$ cat src/rtl/fsm_pkg.sv
// Shared types and defaults for the x/y input conditioner and the ones-counter FSM.
package fsm_pkg;

    typedef enum logic [1:0] {
        LOW      = 2'd0,
        CHK_HIGH = 2'd1,
        HIGH     = 2'd2,
        CHK_LOW  = 2'd3
    } db_state_t;

    localparam int DEBOUNCE_CYCLES_DEF = 16;

endpackage

$ cat src/rtl/debounce_ch.sv
// One button channel: 2-flop synchroniser, debounce FSM with stability counter,
// registered debounced level and a one-cycle press pulse.
module debounce_ch
    import fsm_pkg::*;
#(
    parameter int DEBOUNCE_CYCLES = DEBOUNCE_CYCLES_DEF
) (
    input  logic clk,
    input  logic rst,
    input  logic i_raw,
    output logic o_pulse,
    output logic o_level
);

    localparam int CNT_W = $clog2(DEBOUNCE_CYCLES) + 1;
    localparam logic [CNT_W-1:0] CNT_LAST = CNT_W'(DEBOUNCE_CYCLES - 1);

    logic [1:0]       r_sync;
    db_state_t        r_state;
    logic [CNT_W-1:0] r_cnt;
    logic             r_level;
    logic             r_pulse;

    logic             w_sync;
    db_state_t        w_state_next;
    logic [CNT_W-1:0] w_cnt_next;

    assign w_sync = r_sync[1];

    // cnt holds the number of consecutive stable samples seen so far; it is
    // cleared on every settle, so it can never pass CNT_LAST.
    always_comb begin
        w_state_next = r_state;
        w_cnt_next   = r_cnt;
        case (r_state)
            LOW: begin
                if (w_sync) begin
                    w_state_next = CHK_HIGH;
                    w_cnt_next   = CNT_W'(1);
                end
            end
            CHK_HIGH: begin
                if (!w_sync) begin
                    w_state_next = LOW;
                    w_cnt_next   = '0;
                end else if (r_cnt == CNT_LAST) begin
                    w_state_next = HIGH;
                    w_cnt_next   = '0;
                end else begin
                    w_cnt_next   = r_cnt + CNT_W'(1);
                end
            end
            HIGH: begin
                if (!w_sync) begin
                    w_state_next = CHK_LOW;
                    w_cnt_next   = CNT_W'(1);
                end
            end
            CHK_LOW: begin
                if (w_sync) begin
                    w_state_next = HIGH;
                    w_cnt_next   = '0;
                end else if (r_cnt == CNT_LAST) begin
                    w_state_next = LOW;
                    w_cnt_next   = '0;
                end else begin
                    w_cnt_next   = r_cnt + CNT_W'(1);
                end
            end
            default: begin
                w_state_next = LOW;
                w_cnt_next   = '0;
            end
        endcase
    end

    always_ff @(posedge clk) begin
        if (rst) begin
            r_sync  <= '0;
            r_state <= LOW;
            r_cnt   <= '0;
            r_level <= 1'b0;
            r_pulse <= 1'b0;
        end else begin
            r_sync  <= {r_sync[0], i_raw};
            r_state <= w_state_next;
            r_cnt   <= w_cnt_next;
            r_level <= (w_state_next == HIGH) || (w_state_next == CHK_LOW);
            r_pulse <= (r_state == CHK_HIGH) && (w_state_next == HIGH);
        end
    end

    assign o_pulse = r_pulse;
    assign o_level = r_level;

endmodule

$ cat src/rtl/xy_input_conditioner.sv
// Two independent debounce channels producing the x/y step pulses and
// debounced levels for the downstream mod-4 ones-counter FSM.
module xy_input_conditioner
    import fsm_pkg::*;
#(
    parameter int DEBOUNCE_CYCLES = DEBOUNCE_CYCLES_DEF
) (
    input  logic clk,
    input  logic rst,
    input  logic btn_x_raw,
    input  logic btn_y_raw,
    output logic x_pulse,
    output logic y_pulse,
    output logic x_level,
    output logic y_level
);

    debounce_ch #(
        .DEBOUNCE_CYCLES(DEBOUNCE_CYCLES)
    ) u_ch_x (
        .clk     (clk),
        .rst     (rst),
        .i_raw   (btn_x_raw),
        .o_pulse (x_pulse),
        .o_level (x_level)
    );

    debounce_ch #(
        .DEBOUNCE_CYCLES(DEBOUNCE_CYCLES)
    ) u_ch_y (
        .clk     (clk),
        .rst     (rst),
        .i_raw   (btn_y_raw),
        .o_pulse (y_pulse),
        .o_level (y_level)
    );

endmodule

$ cat config.mk
export PLATFORM = sky130hd
export DESIGN_NAME = xy_input_conditioner
export DESIGN_NICKNAME = d
export VERILOG_FILES = /design/src/rtl/fsm_pkg.sv /design/src/rtl/debounce_ch.sv /design/src/rtl/xy_input_conditioner.sv
export SDC_FILE = /design/constraint.sdc
export NUM_CORES = 1
export LEC_CHECK = 0
export BUFFER_PORTS_ARGS = -buffer_cell sky130_fd_sc_hd__buf_4
export CAP_MARGIN = 5
export CORE_MARGIN = 2
export CORE_UTILIZATION = 50
export CTS_CLUSTER_SIZE = 30
export DETAILED_ROUTE_END_ITERATION = 10
export PLACE_DENSITY = 0.73
export SLEW_MARGIN = 20
export SYNTH_ARGS = -nofsm -noshare
export SYNTH_HDL_FRONTEND = slang
export SYNTH_HIERARCHICAL = 1
export SYNTH_SLANG_ARGS = --single-unit
$ cat constraint.sdc
create_clock -name clk -period 1.4 [get_ports clk]
set_clock_uncertainty 0.05 [all_clocks]
set_input_delay 0.07 -clock clk [delete_from_list [all_inputs] [get_ports clk]]
set_output_delay 0.07 -clock clk [all_outputs]
set_load 0.005 [all_outputs]
==> impl_metrics.yaml, run 1 <==
run_status:
  outcome: "complete, no violations"
critical_path:
  setup.reg_to_reg.worst_slack_ns: 0.02
  rr_worst_depth: 4
  critPathArrivalTime_ns: 1.58
  critical_path.startpoint_type: "flop"
  worst_r2r_endpoint: "u_ch_y/o_level"
  end_kind: "flop"
  worstPathRequired_ns: 1.60
  endpoint: "u_ch_y/o_level"
  crit_path_start: "u_ch_y/r_cnt[0]"
  crit_fanout: 3
  r2r-start: "u_ch_y/r_cnt[0]"
  path_class: "reg2reg"
floorplan:
  design.die.area_um2: 2220
  chipHeight_um: 47.1
  floorplan_core_area_um2: 1750
  initial_cell_density_of_the_core: 0.532
  core.rowCount: 15
  fp.dieW_um: 47.1
  number_of_placed_i_o_pins: 8
clocking:
  numCtsBuffers: 3
  clkSlewWorstSetupHoldPaths_ns: 0.11
  ctsHtreeMaxLevel: 1
  worstSkewPairLatency_ns: 0.30
  clk_path_buf_depth: 2
  clock-sinks: 22
  clock_tree_from_tritoncts: "built"
  clock_tree.root_cell: "sky130_fd_sc_hd__clkbuf_4"
sta:
  final-hold-violation-count: 0
  post-route-min-period_ns: 1.38
  finalCritPeriodShare: 0.986
  tightestPinTransition_ns: 0.295
  slew_headroom: 0.803
  final_setup_violation_count: 0
  unrepaired_setup_endpoints_after_global_routing: "true"
  fmax_mhz: 725
  timing.final.max_slew_violations: 0
grt:
  number_of_antenna_violations_at_the_first_check_in_global_routing: 0
  largest_net_degree_at_the_start_of_global_routing: 25
  gr-total-overflow: 0
  first_global_vias: 763
  global_route_wire_length_before_repair_um: 3150
  gr-usage-all-layers: 0.201
route:
  dr_vias: 819
  dr_wl_met3_um: 57
  routedWlPerCell_um: 14.3
  wl_met1_um: 1010
  drt_iter0_markers: 16
  drt-total-wl_um: 2120
  dr_wl_met2_um: 1030
  drt_drc_violations_left: 0
  maxUsedRoutingLayer: "met4"
  ant_nets: 0
  drt_pass1_iterations: 4
  drt-vias-per-instance: 5.53
cells_and_area:
  final_core_util: 0.722
  post_layout_nonfiller_instances: 148
  nets: 130
  area_delta_synth_final_pct: 35.7
  n_antenna_cell: 0
  post_route_cells_drive_above_1_share: 0.382
pwr:
  power_leakage_nw: 0.459
  cellPowerDensity_nw_per_um2: 849
  maximum_ir_drop_on_the_vdd_rail_uv: 663
  p_total_mw: 1.07
synth:
  synth.distinct_cells: 23
  postSynthAreaPerCell_um2: 9.67
  synth_cells: 96
  synthesis.yosys.warnings: 6
  synth_seq_area_share: 0.474
  ys_seq_elements: 22
  postSynthNetCount: 102
  synth.cell_area_um2: 928
run:
  max_cap_violations: 0
placement:
  placed_instances: 139
  dp_hpwl_um: 1230
  gp_congestion: 0.796
  buffer_ports.inserted: 7
worst_hold_path:
  min-delay-path-class: "in2reg"
-- report_power, final --
part	switching [mW]	total (mW)	leakage, nW	internal (mW)
logic	0.0454	0.0826	0.258	0.0372
registers	0.00702	0.643	0.180	0.636
clock network	0.185	0.344	0.0210	0.159
-- layout make-up --
cell class                 count  area [µm²]
timing repair buffer          25         193
clock buffer                   4        36.3
tap                           25        31.3
multi-input combinational     68         541
inverter                       4        15.0
sequential                    22         444
fill                         117         485
-- layout by cell type (no fill, tap or decap) --
cell / count
sky130_fd_sc_hd__a2111oi_2: 1
sky130_fd_sc_hd__a2111oi_4: 1
sky130_fd_sc_hd__a21oi_1: 6
sky130_fd_sc_hd__a21oi_2: 2
sky130_fd_sc_hd__a31oi_1: 2
sky130_fd_sc_hd__buf_4: 23
sky130_fd_sc_hd__clkbuf_4: 3
sky130_fd_sc_hd__clkbuf_8: 1
sky130_fd_sc_hd__dfxtp_1: 19
sky130_fd_sc_hd__dfxtp_2: 3
sky130_fd_sc_hd__dlygate4sd3_1: 2
sky130_fd_sc_hd__ha_1: 1
sky130_fd_sc_hd__ha_4: 1
sky130_fd_sc_hd__inv_1: 2
sky130_fd_sc_hd__inv_2: 2
sky130_fd_sc_hd__nand2_1: 2
sky130_fd_sc_hd__nand2b_1: 4
sky130_fd_sc_hd__nand3_1: 10
sky130_fd_sc_hd__nand4_1: 4
sky130_fd_sc_hd__nand4b_1: 6
sky130_fd_sc_hd__nor2_1: 5
sky130_fd_sc_hd__nor2_4: 1
sky130_fd_sc_hd__nor2b_1: 4
sky130_fd_sc_hd__nor3_1: 2
sky130_fd_sc_hd__nor4b_2: 1
sky130_fd_sc_hd__nor4b_4: 1
sky130_fd_sc_hd__o211ai_2: 2
sky130_fd_sc_hd__o21ai_0: 1
sky130_fd_sc_hd__o21ai_2: 1
sky130_fd_sc_hd__or3_1: 2
sky130_fd_sc_hd__or3_4: 2
sky130_fd_sc_hd__or4b_4: 2
sky130_fd_sc_hd__xnor2_1: 2
sky130_fd_sc_hd__xor2_1: 2
-- per-stage QoR --
step | setup slack, ns | TNS, ns | hold WS [ns] | instance area (µm²)
floorplan | 0.0953 | 0 | 0.148 | 928
global placement | 0.0628 | 0 | 0.237 | 1100
detailed placement | 0.0552 | 0 | 0.238 | 1100
CTS | 0.0130 | 0 | 0.0447 | 1160
global route | -0.0277 | -0.129 | 0.0823 | 1260
finish | 0.0202 | 0 | 0.0717 | 1260
-- critical path, cell delays in order, from the launching register on --
cell,delay (ns)
sky130_fd_sc_hd__dfxtp_2,0.37
sky130_fd_sc_hd__ha_4,0.13
sky130_fd_sc_hd__nand4b_1,0.19
sky130_fd_sc_hd__or3_4,0.46
sky130_fd_sc_hd__a21oi_2,0.12
-- registers in the layout, summed over array words and instances (netlist names) --
| register | cells |
|---|---|
| u_ch_y/r_state | 2 |
| u_ch_x/r_state | 2 |
| u_ch_x/o_pulse | 1 |
| u_ch_y/o_level | 1 |
| u_ch_x/r_sync | 2 |
| u_ch_y/r_cnt | 5 |
| u_ch_y/o_pulse | 1 |
| u_ch_x/r_cnt | 5 |
| u_ch_y/r_sync | 2 |
| u_ch_x/o_level | 1 |
-- routing by layer --
layer | GRT usage | vias to the layer above
met2 | 0.318 | 15
met3 | 0.0500 | 2
li1 | - | 411
met4 | 0.0778 | 0
met1 | 0.264 | 391
met5 | 0 | -
-- how the worst min path moves through the flow --
stage | to | cells past startpoint | start
final | u_ch_y/r_state[1] | 2 | rst
after global routing | u_ch_y/r_state[1] | 2 | rst
after CTS | u_ch_x/o_level | 2 | rst
after detailed placement | u_ch_x/r_sync[0] | 2 | btn_x_raw
after global placement | u_ch_y/r_sync[0] | 2 | btn_y_raw
after floorplan | u_ch_x/r_sync[0] | 1 | btn_x_raw
-- kinds of logic after synthesis --
family / count (synthesis) / synth area share
simple gates: 46 / 0.310
buf+inv: 6 / 0.0243
xor+xnor: 4 / 0.0377
compound gates: 16 / 0.127
fa+ha+maj: 2 / 0.0269
flops: 22 / 0.474
-- what timing repair did --
action	in CTS	in global routing
endpoints found under the setup margin	0	7
buffers inserted	0	3
hold buffers	2	0
endpoints found under the hold margin	2	0
resized for setup	0	17
-- Yosys cell counts --
master                       n  area, µm²
sky130_fd_sc_hd__dfxtp_1    22        440
sky130_fd_sc_hd__nand3_1    10       50.1
sky130_fd_sc_hd__a21oi_1     8       40.0
sky130_fd_sc_hd__nand4b_1    6       52.6
sky130_fd_sc_hd__nor2_1      6       22.5
sky130_fd_sc_hd__nand2b_1    4       25.0
sky130_fd_sc_hd__nand4_1     4       25.0
sky130_fd_sc_hd__nor2b_1     4       25.0
sky130_fd_sc_hd__or3_1       4       25.0
sky130_fd_sc_hd__a2111oi_2   2       30.0
sky130_fd_sc_hd__a31oi_1     2       12.5
sky130_fd_sc_hd__clkbuf_1    2       7.51
sky130_fd_sc_hd__ha_1        2       25.0
sky130_fd_sc_hd__inv_1       2       7.51
sky130_fd_sc_hd__inv_2       2       7.51
sky130_fd_sc_hd__nand2_1     2       7.51
sky130_fd_sc_hd__nor3_1      2       10.0
sky130_fd_sc_hd__nor4b_1     2       17.5
sky130_fd_sc_hd__o211ai_2    2       25.0
sky130_fd_sc_hd__o21ai_0     2       10.0
sky130_fd_sc_hd__or4b_4      2       27.5
sky130_fd_sc_hd__xnor2_1     2       17.5
sky130_fd_sc_hd__xor2_1      2       17.5
Power figures use the tool's default switching activity.
==> run 2, diff against run 1 <==
Settings changed: SYNTH_HIERARCHICAL 1 to default.
==> run 2 against run 1 <==
Design area shrank 9.0%. Clock power is essentially flat. Largest power group unchanged. Combinational power is 25% lower. Flip-flop and latch count did not move.
==> impl_metrics.yaml, run 2 <==
floorplan:
  chipHeight_um: 47.1
  fp.dieW_um: 47.1
  initial_cell_density_of_the_core: 0.537
  floorplan_core_area_um2: 1730
  design.die.area_um2: 2210
  number_of_placed_i_o_pins: 8
  core.rowCount: 15
synth:
  yosys-top-cells-count: "sky130_fd_sc_hd__dfxtp_1 (22), sky130_fd_sc_hd__nand3_1 (11), sky130_fd_sc_hd__a21oi_1 (8)"
  asyncSetResetFlopFracSynth: 0
  main_combinational_cell_family_by_area_after_synthesis: "simple AND/OR/NAND/NOR gates"
  synth_enable_flop_cells: 0
  synth_compound_gate_area_share: 0.120
  yosys.area_share.xor_xnor: 0.0378
  postSynthNetCount: 104
  post_synth_main_area_contributors: "sky130_fd_sc_hd__dfxtp_1 (48%), sky130_fd_sc_hd__nand3_1 (5.9%), sky130_fd_sc_hd__nand4b_1 (5.7%), sky130_fd_sc_hd__a21oi_1 (4.3%), sky130_fd_sc_hd__ha_1 (2.7%)"
  postSynthAreaPerCell_um2: 9.46
  ys_dominant_reg_cell: "sky130_fd_sc_hd__dfxtp_1"
  synth_seq_area_share: 0.475
  synthMostInstantiatedCell: "sky130_fd_sc_hd__dfxtp_1"
  synthesis.yosys.warnings: 0
  ys_seq_elements: 22
  synth.distinct_cells: 27
  yosysTopAreaCellShare: 0.475
  yosys.area_share.adder: 0.0270
  synth_simple_gate_area_share: 0.316
  synth_cells: 98
  post-synth-top-area-cell: "sky130_fd_sc_hd__dfxtp_1"
  synth.cell_area_um2: 927
  yosys-mux-area-fraction: 0
clocking:
  numCtsBuffers: 3
  clock_tree.root_cell: "sky130_fd_sc_hd__clkbuf_4"
  ctsHtreeMaxLevel: 1
  worstSkewPairLatency_ns: 0.30
  clk_path_buf_depth: 2
  clkSlewWorstSetupHoldPaths_ns: 0.12
  clock-sinks: 22
  clock_tree_from_tritoncts: "built"
critical_path:
  worst_path_dominant_cell_family: "simple AND/OR/NAND/NOR gates"
  worstPathRequired_ns: 1.59
  end_kind: "flop"
  critPathArrivalTime_ns: 1.54
  worst_path_largest_cell_delay_ns: 0.40
  rr_worst_depth: 4
  r2r-start: "u_ch_y.r_cnt[0]"
  crit_fanout: 4
  setup.reg_to_reg.worst_slack_ns: 0.05
  critical_path.startpoint_type: "flop"
  worst_r2r_endpoint: "u_ch_y.r_state[1]"
  path_class: "reg2reg"
  path_cells: "ha_4 -> nand4b_1 -> or3_4 -> a21oi_2"
  cp.buffers_inverters: 0
  timing.critical_path.slowest_stage_cell: "sky130_fd_sc_hd__or3_4"
pwr:
  p_total_mw: 1.05
  maximum_ir_drop_on_the_vdd_rail_uv: 939
  power_leakage_nw: 0.420
  p_comb_frac: 0.059
  power.switching_mw: 0.223
  cellPowerDensity_nw_per_um2: 913
  switching_share: 0.213
  clock_power_share: 0.326
  p_int_mw: 0.824
  sequentialPowerShare: 0.615
placement:
  dp_worst_setup_slack_ns: 0.0470
  buffer_ports.inserted: 7
  gp_congestion: 0.893
  dp_hpwl_um: 1230
sta:
  final-hold-violation-count: 0
  slew_headroom: 0.789
  fin_setup_tns_ns: 0
  fmax_mhz: 739
  tightestPinTransition_ns: 0.308
  timing.final.max_slew_violations: 0
  final_setup_violation_count: 0
  worst_slack_ns: 0.0471
  finalCritPeriodShare: 0.966
  post-route-min-period_ns: 1.35
route:
  drt_pass1_iterations: 4
  drt_iter0_markers: 36
  dr_vias: 823
  drt_drc_violations_left: 0
  drt-vias-per-instance: 5.84
  routedWlPerCell_um: 13.0
  ant_nets: 0
  drt-total-wl_um: 1840
cells_and_area:
  reg_top3: "u_ch_x.r_cnt (5), u_ch_y.r_cnt (5)"
  final_core_util: 0.664
  n_antenna_cell: 0
  nets: 123
  layout_commonest_cell: "sky130_fd_sc_hd__dfxtp_1"
  filler_instances: 147
  layout.cells.most_common_list: "sky130_fd_sc_hd__dfxtp_1 (20), sky130_fd_sc_hd__buf_4 (15), sky130_fd_sc_hd__nand3_1 (11)"
  post_route_cells_drive_above_1_share: 0.241
  area_delta_synth_final_pct: 23.6
worst_hold_path:
  hold_path_depth: 2
  min-delay-path-class: "in2reg"
  worst_hold_endpoint: "u_ch_y.o_level"
  hold_start: "rst"
grt:
  number_of_antenna_violations_at_the_first_check_in_global_routing: 0
  gr-total-overflow: 0
  first_global_vias: 685
  gr-usage-all-layers: 0.197
  global_route_wire_length_before_repair_um: 3040
  largest_net_degree_at_the_start_of_global_routing: 25
run:
  max_cap_violations: 0
run_status:
  outcome: "complete, no violations"
-- run 2: changes by cell type in the layout (fill, tap and decap cells not counted), moves of 2 or more --
cell | previous run | this run
sky130_fd_sc_hd__dfxtp_2 | 3 | 1
sky130_fd_sc_hd__buf_4 | 23 | 15
sky130_fd_sc_hd__o21ai_1 | 0 | 2
sky130_fd_sc_hd__inv_2 | 2 | 0
-- run 2: per-layer routing --
layer	wire, µm	GRT usage	vias up
met5	0	0	-
met4	13	0.0667	0
met2	821	0.274	27
met3	103	0.0462	2
li1	-	-	399
met1	901	0.298	395
-- run 2: final cells by class --
class	count	area, µm²	share of cell area
clock buffer	4	36.3	0.0317
inverter	3	11.3	0.00983
multi-input combinational	70	489	0.427
sequential	22	445	0.389
tap	25	31.3	0.0273
timing repair buffer	17	133	0.116
-- run 2: stage by stage --
step                area (µm²)  hold slack [ns]  instances
global placement          1060            0.238        135
finish                    1150           0.0442        141
CTS                       1120           0.0392        141
global route              1150           0.0521        141
detailed placement        1060            0.236        135
floorplan                  927            0.148         98
-- run 2: power groups by stage --
stage / sequential, mW / combinational [mW] / clock (mW)
global placement: 0.657 / 0.0552 / 0
detailed placement: 0.657 / 0.0559 / 0
global route: 0.645 / 0.0690 / 0.380
floorplan: 0.656 / 0.0324 / 0
CTS: 0.643 / 0.0605 / 0.352
finish: 0.643 / 0.0622 / 0.341
-- run 2: worst max path at each step --
stage,from,end,slack [ns],cells past startpoint
6_report,u_ch_y.r_cnt[0],u_ch_y.r_state[1],0.05,4
2_1_floorplan,u_ch_y.r_cnt[0],u_ch_y.o_level,0.13,4
4_1_cts,u_ch_y.r_cnt[0],u_ch_y.r_state[1],0.02,4
3_5_place_dp,u_ch_y.r_cnt[0],u_ch_y.r_state[1],0.05,4
5_1_grt,u_ch_y.r_cnt[0],u_ch_y.r_state[1],-0.01,4
3_3_place_gp,u_ch_y.r_cnt[0],u_ch_y.o_level,0.11,4
-- run 2: kinds of logic (layout without fill, tap and decap cells) --
logic type / after synthesis / in the layout
xor+xnor: 4 / 4
fa+ha+maj: 2 / 2
simple gates: 47 / 47
flops: 22 / 22
buf+inv: 6 / 24
compound gates: 17 / 17
-- run 2: repair_timing --
item                                   in CTS  in global routing
setup buffers                               0                  0
setup endpoints to repair                   0                  7
endpoints found under the hold margin       2                  0
resized for setup                           0                 10
hold buffers                                2                  0
